### config.mk
export PLATFORM = sky130hd
export DESIGN_NAME = register_word_loader
export DESIGN_NICKNAME = d
export VERILOG_FILES = /design/src/rtl/register_word_loader_pkg.sv /design/src/rtl/register_word_loader_idle_timer.sv /design/src/rtl/register_word_loader.sv
export SDC_FILE = /design/constraint.sdc
export NUM_CORES = 1
export LEC_CHECK = 0
export ABC_AREA = 1
export CORE_AREA = 2 2 87 89
export CTS_CLUSTER_DIAMETER = 30
export CTS_CLUSTER_SIZE = 14
export DETAILED_ROUTE_END_ITERATION = 10
export DIE_AREA = 0 0 89 91
export GPL_ROUTABILITY_DRIVEN = 0
export PLACE_DENSITY = 0.79
export SLEW_MARGIN = 20
export SYNTH_ARGS = -nofsm -noshare
export SYNTH_HDL_FRONTEND = slang
export SYNTH_SLANG_ARGS = --single-unit
### constraint.sdc
create_clock -name clock -period 4.39 [get_ports clock]
set_clock_uncertainty 0.1 [all_clocks]
set_input_delay 0.6585 -clock clock [delete_from_list [all_inputs] [get_ports clock]]
set_output_delay 0.6585 -clock clock [all_outputs]
set_load 0.005 [all_outputs]
### src/rtl/register_word_loader_pkg.sv
// Shared types and parameter-derived helpers for the byte-to-word loader.
// Helpers take plain ints so both the top and the idle timer can size themselves.
package register_word_loader_pkg;

    typedef enum logic [1:0] {
        IDLE,
        COLLECT,
        EMIT
    } loader_state_e;

    function automatic int calc_bytes(input int wordWidth, input int byteWidth);
        return wordWidth / byteWidth;
    endfunction

    // Needs to hold values 0..BYTES inclusive.
    function automatic int calc_count_width(input int bytes);
        return (bytes < 1) ? 1 : $clog2(bytes + 1);
    endfunction

    function automatic int calc_timer_width(input int timeoutCycles);
        return (timeoutCycles < 1) ? 1 : $clog2(timeoutCycles + 1);
    endfunction

    function automatic int slot_offset(input int slot, input int bytes,
                                       input int byteWidth, input bit lsbFirst);
        return lsbFirst ? (slot * byteWidth) : ((bytes - 1 - slot) * byteWidth);
    endfunction

endpackage

### src/rtl/register_word_loader_idle_timer.sv
// Saturating idle-cycle counter; expired_o flags that the current idle cycle is
// the TIMEOUT_CYCLES-th in a row. A TIMEOUT_CYCLES of 0 never expires.
module loader_idle_timer #(
    parameter int TIMEOUT_CYCLES = 16,
    parameter int TIMER_WIDTH    = 5
) (
    input  logic clock,
    input  logic reset,
    input  logic clear_i,
    input  logic increment_i,
    output logic expired_o
);

    localparam logic [TIMER_WIDTH-1:0] LIMIT =
        TIMER_WIDTH'((TIMEOUT_CYCLES > 0) ? TIMEOUT_CYCLES - 1 : 0);

    logic [TIMER_WIDTH-1:0] count_q;
    logic [TIMER_WIDTH-1:0] count_d;

    always_comb begin
        count_d = count_q;
        if (clear_i) begin
            count_d = '0;
        end else if (increment_i && (count_q != LIMIT)) begin
            count_d = count_q + TIMER_WIDTH'(1);
        end
    end

    always_ff @(posedge clock) begin
        if (reset) begin
            count_q <= '0;
        end else begin
            count_q <= count_d;
        end
    end

    assign expired_o = (TIMEOUT_CYCLES != 0) && (count_q == LIMIT);

endmodule

### src/rtl/register_word_loader.sv
// Assembles a valid/ready byte stream into words and hands each finished word to
// the downstream register with a single-cycle enable pulse.
module register_word_loader
    import register_word_loader_pkg::*;
#(
    parameter int WORD_WIDTH     = 32,
    parameter int BYTE_WIDTH     = 8,
    parameter bit LSB_FIRST      = 1'b1,
    parameter int TIMEOUT_CYCLES = 16
) (
    input  logic                  clock,
    input  logic                  reset,
    input  logic [BYTE_WIDTH-1:0] byte_in,
    input  logic                  byte_valid,
    output logic                  byte_ready,
    input  logic                  hold,
    output logic [WORD_WIDTH-1:0] value_out,
    output logic                  enable_out,
    output logic [calc_count_width(calc_bytes(WORD_WIDTH, BYTE_WIDTH))-1:0] byte_count,
    output logic                  timeout_error
);

    localparam int BYTES = calc_bytes(WORD_WIDTH, BYTE_WIDTH);
    localparam int CW    = calc_count_width(BYTES);
    localparam int TW    = calc_timer_width(TIMEOUT_CYCLES);
    localparam int OW    = (WORD_WIDTH > 1) ? $clog2(WORD_WIDTH) : 1;

    loader_state_e         state_q;
    logic [WORD_WIDTH-1:0] buffer_q;
    logic [WORD_WIDTH-1:0] value_q;
    logic [CW-1:0]         count_q;
    logic                  enable_q;
    logic                  timeout_q;

    logic                  accept;
    logic                  lastSlot;
    logic                  timerClear;
    logic                  timerIncrement;
    logic                  timerExpired;
    logic [OW-1:0]         writeOffset;

    assign byte_ready = (state_q != EMIT);
    assign accept     = byte_valid && byte_ready;
    assign lastSlot   = (count_q == CW'(BYTES - 1));

    // Only COLLECT idles count toward the timeout; any accept restarts the wait.
    assign timerClear     = (state_q != COLLECT) || accept;
    assign timerIncrement = (state_q == COLLECT) && !accept;

    always_comb begin
        writeOffset = OW'(slot_offset((state_q == COLLECT) ? int'(count_q) : 0,
                                      BYTES, BYTE_WIDTH, LSB_FIRST));
    end

    loader_idle_timer #(
        .TIMEOUT_CYCLES (TIMEOUT_CYCLES),
        .TIMER_WIDTH    (TW)
    ) u_idle_timer (
        .clock       (clock),
        .reset       (reset),
        .clear_i     (timerClear),
        .increment_i (timerIncrement),
        .expired_o   (timerExpired)
    );

    always_ff @(posedge clock) begin
        if (reset) begin
            state_q   <= IDLE;
            buffer_q  <= '0;
            value_q   <= '0;
            count_q   <= '0;
            enable_q  <= 1'b0;
            timeout_q <= 1'b0;
        end else begin
            enable_q  <= 1'b0;
            timeout_q <= 1'b0;
            unique case (state_q)
                IDLE: begin
                    if (accept) begin
                        buffer_q[writeOffset +: BYTE_WIDTH] <= byte_in;
                        count_q <= CW'(1);
                        state_q <= (BYTES == 1) ? EMIT : COLLECT;
                    end
                end
                COLLECT: begin
                    // An accept on the expiry cycle takes precedence over the abort.
                    if (accept) begin
                        buffer_q[writeOffset +: BYTE_WIDTH] <= byte_in;
                        count_q <= count_q + CW'(1);
                        if (lastSlot) begin
                            state_q <= EMIT;
                        end
                    end else if (timerExpired) begin
                        buffer_q  <= '0;
                        count_q   <= '0;
                        timeout_q <= 1'b1;
                        state_q   <= IDLE;
                    end
                end
                EMIT: begin
                    if (!hold) begin
                        value_q  <= buffer_q;
                        enable_q <= 1'b1;
                        count_q  <= '0;
                        state_q  <= IDLE;
                    end
                end
                default: begin
                    state_q <= IDLE;
                end
            endcase
        end
    end

    assign value_out     = value_q;
    assign enable_out    = enable_q;
    assign byte_count    = count_q;
    assign timeout_error = timeout_q;

endmodule

; Word-level counts from Yosys, hierarchy flattened
; Index checks and enable logic that the tools add are counted.
[op_classes]
reduce_logical = 15
n_mux = 19
n_shift = 2
bitwise = 3
addsub = 3
n_eq_ne = 11
[op_table]
columns = operator, count
row1 = $mux 32, 3
row2 = $pmux 32 s2, 1
row3 = $bwmux 32, 1
row4 = $shift 8x7->32 const A, 1
row5 = $shiftx 8x7->32, 1
row6 = $mux 2, 6
row7 = $mux 3, 4
row8 = $pmux 3 s3, 1
row9 = $reduce_and 4->1, 2
row10 = $neg 5->7, 1
row11 = $ne 2x2->1 const B, 3
row12 = $ne 3x3->1 const B, 2
row13 = $pmux 2 s3, 1
row14 = $add 5x1->5 const B, 1
row15 = $eq 5x4->1 const B, 1
row16 = $ne 5x4->1 const B, 1
row17 = $reduce_or 2->1, 2
row18 = $add 3x1->3 const B, 1
row19 = $eq 3x2->1 const B, 1
row20 = $logic_and 1x1->1, 3
row21 = $not 1->1, 3
row22 = $reduce_and 3->1, 1
row23 = $reduce_bool 3->1, 1
row24 = $reduce_or 3->1, 1
row25 = 9 further kinds, 10
[word_totals]
register_bits = 76
input_bits = 12
elab_cells = 60
output_inout_bits = 38

; Longest topological paths before layout
; Gate-level depths: netlist (run 1).
[logic_depth]
ltp_word = 7
ltp_mapped = 13
depth_no_buf = 11

; By module
; Synthesis (run 1) repeated with hierarchy kept, for this count alone.
[hier_totals]
hier_cells = 503
hier_area_um2 = 3473.3
[by_module_without_submodules]
columns = mod, seq_area_each_um2, cells_each, area_each_um2, n_inst
row1 = register_word_loader, 1421.4, 469, 3203.1, 1
row2 = loader_idle_timer, 100.1, 34, 270.3, 1

; Worst setup path after synthesis (run 1)
; Ideal clock, no wire load.
[synth_path]
path_kind = register -> register
startpoint = register state_q[1]
endpoint = register buffer_q[11]
path_stages_with_launch = 13
period_less_slack_ns = 2.121
n_path_buf = 2
arrival_ns = 1.958
setup_time_ns = 0.064
setup_slack_ns = 2.269
required_ns = 4.226
path_cell_list = dfxtp_1 > inv_1 > ha_1 > buf_6 > nand2_2 > inv_2 > ha_1 > buf_2 > nor2_1 > inv_1 > nor3_1 > nor2_1 > nor2_1
[synth_via]
elab_chain_len = 7
elab_cells_between_ends = 16
cone_classes = 1 x add/sub / 4 x eq/ne / 2 x shift / 5 x mux / 4 x reduce/logical
[synth_lines]
columns = element, line
row1 = from (decl), register_word_loader.sv:28  ; loader_state_e state_q;
row2 = from (signal assigned), register_word_loader.sv:82  ; state_q <= (BYTES == 1) ? EMIT : COLLECT;
row3 = $eq 2x1->1, "register_word_loader.sv:51, register_word_loader.sv:77"
row4 = $mux 2, register_word_loader.sv:51  ; writeOffset = OW'(slot_offset((state_q == COLLECT) ? int'(count_q) : 0,
row5 = $neg 5->7, "register_word_loader.sv:80, register_word_loader.sv:88"
row6 = $shiftx 8x7->32 or $shift 8x7->32 (tied branches), "register_word_loader.sv:80, register_word_loader.sv:88"
row7 = $bwmux 32, "register_word_loader.sv:80, register_word_loader.sv:88"
row8 = $mux 32 (on tied branches), "register_word_loader.sv:87, register_word_loader.sv:79"
row9 = $pmux 32 s2, register_word_loader.sv:77  ; unique case (state_q)
row10 = "to (signal, indexed assignment)", register_word_loader.sv:80  ; buffer_q[writeOffset +: BYTE_WIDTH] <= byte_in;
row11 = "to (signal, indexed assignment)", register_word_loader.sv:88  ; buffer_q[writeOffset +: BYTE_WIDTH] <= byte_in;
row12 = to (decl), register_word_loader.sv:29  ; logic [WORD_WIDTH-1:0] buffer_q;
; Parallel ways exist; a longest one is shown, timed or not. The select of a mux whose other input is x is not followed.
; A chain may end at the register's enable or synchronous reset.

; Worst setup path after layout (run 1)
[layout_path]
startpoint = register u_idle_timer.count_q[0]
endpoint = register buffer_q[11]
[layout_via]
elab_chain_len = 3
[layout_lines]
columns = element, line
row1 = from (decl), register_word_loader_idle_timer.sv:17  ; logic [TIMER_WIDTH-1:0] count_q;
row2 = from (signal assigned), register_word_loader_idle_timer.sv:33  ; count_q <= count_d;
row3 = $eq 5x4->1, register_word_loader_idle_timer.sv:37  ; assign expired_o = (TIMEOUT_CYCLES != 0) && (count_q == LIMIT);
row4 = net timerExpired, register_word_loader.sv:39  ; logic timerExpired;
row5 = $ne 3x3->1 (no source line), -
row6 = $reduce_and 3->1 (no source line), -
; The timed path passes the listed nets, and every way through them passes these cells.

==> results.yml, run 1 <==
logic_synthesis:
  seq_area_frac_synth: 0.439
  netlist_top_cells_area: "dfxtp_1, nand2_1, nor2_1"
  synth_top_area_frac: 0.439
  synthesis.area_mm2: 0.00346
  yosys_warnings: 0
  area_leader_netlist: "dfxtp_1"
  synth_top_flop_cell: "dfxtp_1"
  synth.most_common_cell: "nand2_1"
  synth-seq-cells: 76
  synth_edf_count: 0
  syn_area_per_cell_um2: 6.97
  syn_nets: 520
  yosys.cell_types.count: 26
  synth_cells: 497
  synth.top_cells.by_count: "nand2_1, nor2_1, inv_1"
  synth_async_sr_flop_share: 0
drt:
  remaining_drc_errors: 0
  viasPerCell: 4.74
  route.detailed.wl_per_inst_um: 11.0
  via_count: 3031
  drt-pass1-iter-count: 4
  routed_wl_um: 7040
  postRouteAntennaNets: 0
  detailedRoute.firstIterationViolations: 138
timing:
  setup_total_negative_slack_ps: 0
  timing_worst_slew_pin_value_ps: 848
  clock.fmax_mhz: 395
  min_period_over_period: 0.577
  timing_hold_violations_final: 0
  worst_hold_slack_ps: 354
  minimum_clock_period_ps: 2530
  timing.final.setup_violations: 0
  relSlewSlack: 0.434
  rsz0062_at_grt: "no"
  drv_slew: 0
cts:
  cts_root_buffer: "clkbuf_8"
  clock_latency_ps: 360
  cts_sinks: 76
  total_setup_buffers_inserted_after_cts: 0
  post_cts_sizing: 0
  clk_transition_reported_paths_ps: 80
  cts_tree: "done"
  tritoncts.num_buffers: 9
  htree_levels: 3
  cts_hold_repair.buffers: 0
  cts-root-to-sink-buffers: 2
min_path:
  class_of_the_tightest_hold_or_removal_check: "reg -> reg"
  hold-path-endpoint: "value_out[2]"
  worstHoldPathCells: 2
  min_from: "buffer_q[2]"
global_routing:
  grt_pass1_vias: 2904
  grt_usage: 0.192
  wire_length_of_the_first_global_routing_pass_um: 12400
  pin_count_of_the_biggest_net_entering_global_routing: 65
  antenna_found_initial: 0
  grt_overflow: 0
critical_path:
  critPathCaptureType: "flop"
  r2r_cells: 10
  cp_slowest_stage_delay_ps: 540
  crit_path_top_delay_cell: "nand3_1"
  critPathMostFrequentCell: "nand2_1"
  r2r-end: "buffer_q[11]"
  reg2reg_setup_slack_ps: 1860
  worstSetupPathType: "reg -> reg"
  cp.arrival_ps: 2690
  critical_path.cell_chain: "ha_1 > nand2_1 > nor2_1 > ha_1 > inv_1 > nand3_2 > nand3_1 > nand2_1 > nand2_1 > nor2_1"
  cp.required_ps: 4540
  setup.worst_path.start_class: "flop"
  crit_fanout: 31
  regToRegStartpoint: "u_idle_timer.count_q[0]"
cells_and_area:
  final_layout_size_suffix_gt1_frac: 0.0556
  area_growth_pct: 21.5
  finish.net_count: 558
  diodes: 0
die:
  die_h_um: 91
  ioPinCount: 50
  rows: 31
  floorplan.initialDensity: 0.485
  die-area_mm2: 0.00810
  core_mm2: 0.00714
  floorplan.die.width_um: 89
outcome:
  status: "complete, no violations"
power_and_ir_drop:
  total_power_per_unit_cell_area_mw_per_mm2: 543
  power.ir.vdd_worst_uv: 228
  static-leakage-power_nw: 1.87
placement:
  dpl.hpwl_um: 4800
  buffer_ports.inserted: 49
run:
  max-cap-violations: 0
-- power breakdown --
group	switching (W)	total, W	internal (W)
sequential	0.0000589	0.000874	0.000815
combinational	0.000541	0.000873	0.000332
clock	0.000260	0.000540	0.000280
-- routing by layer --
metal | part of all wire | track usage | vias to the layer above
li1 | - | - | 1623
met1 | 0.49 | 0.247 | 1351
met2 | 0.46 | 0.301 | 46
met3 | 0.031 | 0.0409 | 11
met4 | 0.019 | 0.0920 | 0
met5 | 0 | 0 | -
-- cell type report --
class                           instances  area, um2
Clock buffer                           11        141
Tap cell                               99        124
Multi-Input combinational cell        315       1530
Fill cell                             703       2930
Sequential cell                        76       1520
Clock inverter                          5       60.1
Inverter                               82        308
Timing Repair Buffer                   51        526
-- layout by cell type (no fill, tap or decap), drive strengths merged, types with 2 or more instances in the layout --
master / count
inv: 83
clkbuf: 11
o21ai: 35
nand3: 16
buf: 2
nor3: 3
clkdlybuf4s50: 49
a21oi: 36
ha: 11
clkinv: 2
dfxtp: 76
nand4: 23
nand2: 101
nor2: 85
-- stage by stage --
stage	setup slack, ps	cell area, um2	util	total power (W)	instances
after floorplan	2270	3460	-	0.00152	497
after global placement	1730	3980	0.558	0.00172	622
after detailed placement	1640	3980	0.558	0.00174	622
after CTS	1880	4180	0.586	0.00229	638
after global routing	1570	4210	0.590	0.00248	639
final	1860	4210	0.590	0.00229	639
-- critical path, delay by kind of cell (launching register included) --
kind | cells | cell delay [ps]
buffers and inverters | 1 | 160
adder cells (fa/ha/maj) | 2 | 450
flip-flops | 1 | 340
AND/OR/NAND/NOR | 7 | 1370
-- flip-flops by register name, indices dropped and copies added, names as in the netlist --
name,cells
enable_out,1
buffer_q,32
timeout_error,1
byte_count,3
value_out,32
u_idle_timer.count_q,5
state_q,2
-- cells by family after synthesis --
family          after synthesis  synth area share
compound gates               74             0.112
fa+ha+maj                    11            0.0397
flops                        76             0.439
xor+xnor                      1           0.00253
buf+inv                     106             0.121
simple gates                229             0.285
-- worst max path at each step --
stage                       startpoint           end  slack (ps)  cells after the start
4_1_cts        u_idle_timer.count_q[0]  buffer_q[16]        1880                     10
2_1_floorplan               state_q[1]  buffer_q[11]        2270                     12
5_1_grt        u_idle_timer.count_q[0]  buffer_q[11]        1570                     10
6_report       u_idle_timer.count_q[0]  buffer_q[11]        1860                     10
3_5_place_dp                byte_valid  buffer_q[16]        1640                      7
3_3_place_gp                byte_valid  buffer_q[11]        1730                      7
No activity file was read; power rests on OpenSTA's default activity.
==> inputs of run 2 (changes only) <==
- CORE_AREA: 2 2 87 89 -> 2 2 88 90
- DIE_AREA: 0 0 89 91 -> 0 0 90 92
- PLACE_DENSITY: 0.79 -> 0.81
- clock period: 4.39 -> 2.1 ns (I/O delays scaled with it)
==> run 2 against run 1 <==
  * Combinational power rose to 2.6 times the previous value
  * Worst setup slack got worse by 1800 ps
  * Sequential power rose by 110%
  * Wire length rose by 13%
  * Non-clock buffer count rose by 21
  * Largest cell class unchanged
==> results.yml, run 2 (synthesis gave the netlist of run 1 again) <==
outcome:
  status: "complete, no violations"
cells_and_area:
  mostFrequentLayoutCells: "nand2_1, inv_1, nor2_1"
  area_growth_pct: 28.9
  diodes: 0
  layout.cells.most_common: "nand2_1"
  num-fill-cells: 688
  finish.net_count: 580
  final_cell_count_no_fill: 664
  finalInstanceArea_mm2: 0.00447
  final_layout_size_suffix_gt1_frac: 0.109
timing:
  min_period_over_period: 0.987
  timing_worst_slew_pin_value_ps: 344
  clock.fmax_mhz: 482
  rsz0062_at_grt: "yes"
  timing.final.setup_violations: 0
  minimum_clock_period_ps: 2070
  drv_slew: 0
  relSlewSlack: 0.770
  timing_hold_violations_final: 0
  worst_slack_ps: 26.5
placement:
  dp_cells: 640
  buffer_ports.inserted: 49
  placement.setup.worst_slack_ps: -48.7
  place_area_mm2: 0.00412
  dpl.hpwl_um: 5280
power_and_ir_drop:
  power.ir.vdd_worst_uv: 648
  total_power_per_unit_cell_area_mw_per_mm2: 1180
  static-leakage-power_nw: 1.98
cts:
  clk_transition_reported_paths_ps: 80
  cts_hold_repair.buffers: 0
  cts_tree: "done"
  cts_sinks: 76
  cts_root_buffer: "clkbuf_8"
  htree_levels: 3
  cts-root-to-sink-buffers: 2
  clock_latency_ps: 360
  tritoncts.num_buffers: 9
critical_path:
  cp.arrival_ps: 1660
  reg2reg_setup_slack_ps: 110
  crit_path_top_delay_cell: "clkdlybuf4s50_1"
  setup.worst_path.start_class: "flop"
  path_buf_inv: 3
  critical_path.cell_chain: "inv_1 > ha_1 > inv_2 > clkdlybuf4s50_1"
  worstSetupPathType: "reg -> out"
  cp_slowest_stage_delay_ps: 510
  cpLargestDelayFamily: "buffers and inverters"
  cp.required_ps: 1680
  critPathCaptureType: "output port"
  crit_fanout: 4
die:
  die_h_um: 92
  floorplan.die.width_um: 90
  floorplan.initialDensity: 0.465
  ioPinCount: 50
  rows: 32
  core_mm2: 0.00745
  die-area_mm2: 0.00828
global_routing:
  pin_count_of_the_biggest_net_entering_global_routing: 65
  antenna_found_initial: 0
  grt_usage: 0.187
  grt_pass1_vias: 3039
  wire_length_of_the_first_global_routing_pass_um: 12800
  grt_overflow: 0
drt:
  route.detailed.wl_per_inst_um: 12.0
  viasPerCell: 4.85
  routed_wl_um: 7980
  via_count: 3218
  remaining_drc_errors: 0
  detailedRoute.firstIterationViolations: 226
  postRouteAntennaNets: 0
  drt-pass1-iter-count: 5
run:
  max-cap-violations: 0
min_path:
  class_of_the_tightest_hold_or_removal_check: "reg -> reg"
==> run 2: cell types whose count changed in the layout (fill, tap and decap cells not counted), moves of 2 or more <==
cell,previous run,this run
nor2_4,2,5
dfxtp_2,0,2
dfxtp_1,76,74
ha_1,11,8
ha_4,0,2
buf_12,0,3
nor2_1,81,79
buf_4,1,20
==> run 2: final timing paths <==
path / start / endpoint / cells after the start
worst max-delay path: state_q[0] / byte_ready / 4
worst min-delay path: buffer_q[21] / value_out[21] / 2
worst max register to register: state_q[1] / buffer_q[6] / 11
worst min register to register: buffer_q[21] / value_out[21] / 2
==> run 2: power by group <==
| part | leakage, nW | internal, W | switching [W] |
|---|---|---|---|
| logic | 1.26 | 0.000965 | 0.00132 |
| registers | 0.618 | 0.00171 | 0.000119 |
| clock network | 0.102 | 0.000610 | 0.000532 |
==> run 2: stage by stage <==
| step | hold WS, ps | setup TNS [ps] | power [W] | utilization |
|---|---|---|---|---|
| after detailed placement | 344 | -108 | 0.00382 | 0.554 |
| final | 353 | 0 | 0.00526 | 0.600 |
| after floorplan | 292 | 0 | 0.00318 | - |
| after global placement | 340 | 0 | 0.00374 | 0.554 |
| after CTS | 353 | -14.3 | 0.00499 | 0.582 |
| after global routing | 369 | -190 | 0.00563 | 0.600 |
==> run 2: cell type report <==
cell class                 count  area [um2]  share of cell area
clock inverter                 4        47.5              0.0106
timing repair buffer          72         701               0.157
multi-input combinational    316        1600               0.358
inverter                      82         310              0.0695
tap                          102         128              0.0286
clock buffer                  12         155              0.0347
sequential                    76        1520               0.341
==> run 2: worst min-delay path, stage by stage (launching register included) <==
cell and delay, ps:
dfxtp_1 300, inv_1 60, a21oi_1 50
==> run 2: timing repair <==
action	CTS	global route
buffers inserted	1	6
endpoints found under the setup margin	7	39
pin swaps	0	2
cloned	0	1
resized for setup	1	14
==> run 2: per-layer routing <==
layer  up-vias  GRT usage  share of wire
met1      1454      0.212           0.44
met2        73      0.328           0.50
met4         0      0.113          0.036
met5         -          0              0
li1       1665          -              -
met3        26     0.0345          0.033
==> inputs of run 3 (changes only) <==
- ABC_CLOCK_PERIOD_IN_PS: unset -> 2100
- TNS_END_PERCENT: unset -> 5
==> run 3 against run 2 <==
  * Clock-buffer cell count stayed put
  * Core utilization is 0.39 points lower
  * Power is 0.88% lower
  * Critical path depth is 6 higher
==> results.yml, run 3 (synthesis gave the netlist of run 1 again) <==
die:
  floorplan.initialDensity: 0.465
  ioPinCount: 50
  core_mm2: 0.00745
  rows: 32
  die_h_um: 92
  floorplan.die.width_um: 90
  die-area_mm2: 0.00828
timing:
  relSlewSlack: 0.769
  min_period_over_period: 0.940
  setup_total_negative_slack_ps: 0
  minimum_clock_period_ps: 1970
  clock.fmax_mhz: 507
  timing.final.setup_violations: 0
  drv_slew: 0
  worst_slack_ps: 126
  timing_hold_violations_final: 0
  rsz0062_at_grt: "yes"
  timing_worst_slew_pin_value_ps: 346
drt:
  remaining_drc_errors: 0
  viasPerCell: 4.83
  routed_wl_um: 7780
  drt-pass1-iter-count: 4
  postRouteAntennaNets: 0
  detailedRoute.firstIterationViolations: 195
  wl_met3_um: 268
  wirelength_met1_um: 3410
  met2WireLength_um: 3830
  route.top_layer_used: "met4"
  via_count: 3198
  route.detailed.wl_per_inst_um: 11.7
power_and_ir_drop:
  clkPwrFrac: 0.219
  power_frac_comb: 0.430
  power.ir.vdd_worst_uv: 620
  total_net_switching_power_w: 0.00196
  netSwitchingFraction: 0.376
  static-leakage-power_nw: 1.97
  total_power_per_unit_cell_area_mw_per_mm2: 1170
  seq_power_share: 0.350
  p_int_w: 0.00325
critical_path:
  r2r_cells: 10
  cp.required_ps: 2290
  setup.worst_path.start_class: "flop"
  critical_path.cell_chain: "inv_1 > ha_1 > nand2_2 > ha_2 > nand2_2 > inv_1 > nand2_1 > nand4_1 > nand2_1 > nor2_1"
  cpLargestDelayFamily: "simple AND/OR/NAND/NOR gates"
  r2r-end: "buffer_q[0]"
  crit_path_top_delay_cell: "dfxtp_1"
  path_buf_inv: 2
  cp_slowest_stage_delay_ps: 390
  reg2reg_setup_slack_ps: 130
  cp.arrival_ps: 2160
  crit_fanout: 11
  regToRegStartpoint: "state_q[1]"
  critPathCaptureType: "flop"
  worstSetupPathType: "reg -> reg"
cells_and_area:
  final_util: 0.596
  layout.cells.most_common: "nand2_1"
  register_area_mm2: 0.00152
  finish.net_count: 578
  diodes: 0
  final_layout_size_suffix_gt1_frac: 0.105
  num-fill-cells: 697
  area_growth_pct: 28.1
  multiInputGateArea_mm2: 0.00159
  mostFrequentLayoutCells: "nand2_1, inv_1, nor2_1"
min_path:
  min_from: "buffer_q[21]"
  hold-path-endpoint: "value_out[21]"
  class_of_the_tightest_hold_or_removal_check: "reg -> reg"
  worstHoldPathCells: 2
cts:
  cts_tree: "done"
  cts_sinks: 76
  tritoncts.num_buffers: 9
  cts_root_buffer: "clkbuf_8"
  cts_hold_repair.buffers: 0
  clock_latency_ps: 360
  htree_levels: 3
  cts-root-to-sink-buffers: 2
  clk_transition_reported_paths_ps: 80
outcome:
  status: "complete, no violations"
global_routing:
  wire_length_of_the_first_global_routing_pass_um: 12800
  pin_count_of_the_biggest_net_entering_global_routing: 65
  antenna_found_initial: 0
  grt_pass1_vias: 3031
  grt_overflow: 0
  grt_usage: 0.186
run:
  max-cap-violations: 0
placement:
  placement.setup.worst_slack_ps: -48.7
  buffer_ports.inserted: 49
  dpl.hpwl_um: 5280
run 3: cell types whose count changed in the layout (fill, tap and decap cells not counted), sizes merged:
cell | previous run | this run
clkdlybuf4s50 | 49 | 48
buf | 23 | 21
dlygate4sd2 | 0 | 1
run 3: metrics by stage:
stage | power (W) | area, um2 | hold slack [ps] | instances
global route | 0.00558 | 4440 | 369 | 662
finish | 0.00521 | 4440 | 352 | 662
global placement | 0.00374 | 4120 | 340 | 640
detailed placement | 0.00382 | 4120 | 344 | 640
floorplan | 0.00318 | 3470 | 292 | 497
CTS | 0.00498 | 4330 | 353 | 656
run 3: worst register-to-register path, delay by kind of cell (launching register included):
| kind | cells | cell delay [ps] |
|---|---|---|
| fa+ha+maj | 2 | 580 |
| buf+inv | 2 | 190 |
| flops | 1 | 390 |
| simple gates | 6 | 650 |
run 3: power groups by stage:
stage	logic (W)	clock network, W	registers, W
after floorplan	0.00133	0	0.00185
after global placement	0.00189	0	0.00185
after detailed placement	0.00197	0	0.00185
after CTS	0.00200	0.00116	0.00183
after global routing	0.00250	0.00122	0.00186
final	0.00224	0.00114	0.00183
run 3: how the worst max path moves through the flow:
| stage | start | endpoint | slack (ps) | cells past startpoint |
|---|---|---|---|---|
| 2_1_floorplan | state_q[1] | buffer_q[11] | 60 | 12 |
| 3_3_place_gp | state_q[1] | buffer_q[11] | 70 | 10 |
| 3_5_place_dp | state_q[1] | buffer_q[16] | -50 | 10 |
| 4_1_cts | state_q[1] | buffer_q[11] | -7 | 10 |
| 5_1_grt | state_q[1] | buffer_q[6] | -70 | 10 |
| 6_report | state_q[1] | buffer_q[0] | 130 | 10 |
run 3: layout make-up:
cell class                      count  area share
Timing Repair Buffer               70       0.154
Inverter                           82      0.0699
Tap cell                          102      0.0288
Clock buffer                       12      0.0350
Clock inverter                      4      0.0107
Sequential cell                    76       0.343
Multi-Input combinational cell    316       0.358
run 3: metal layers:
metal,global-route usage,vias to the layer above
li1,-,1667
met1,0.211,1434
met2,0.326,72
met3,0.0345,25
met4,0.113,0
met5,0,-
run 3: what timing repair did:
item | CTS | global route
endpoints found under the setup margin | 7 | 36
pin swaps | 0 | 2
hold endpoints to repair | 0 | 0
gates resized for setup | 3 | 12
gates cloned | 0 | 1
buffers inserted | 0 | 5
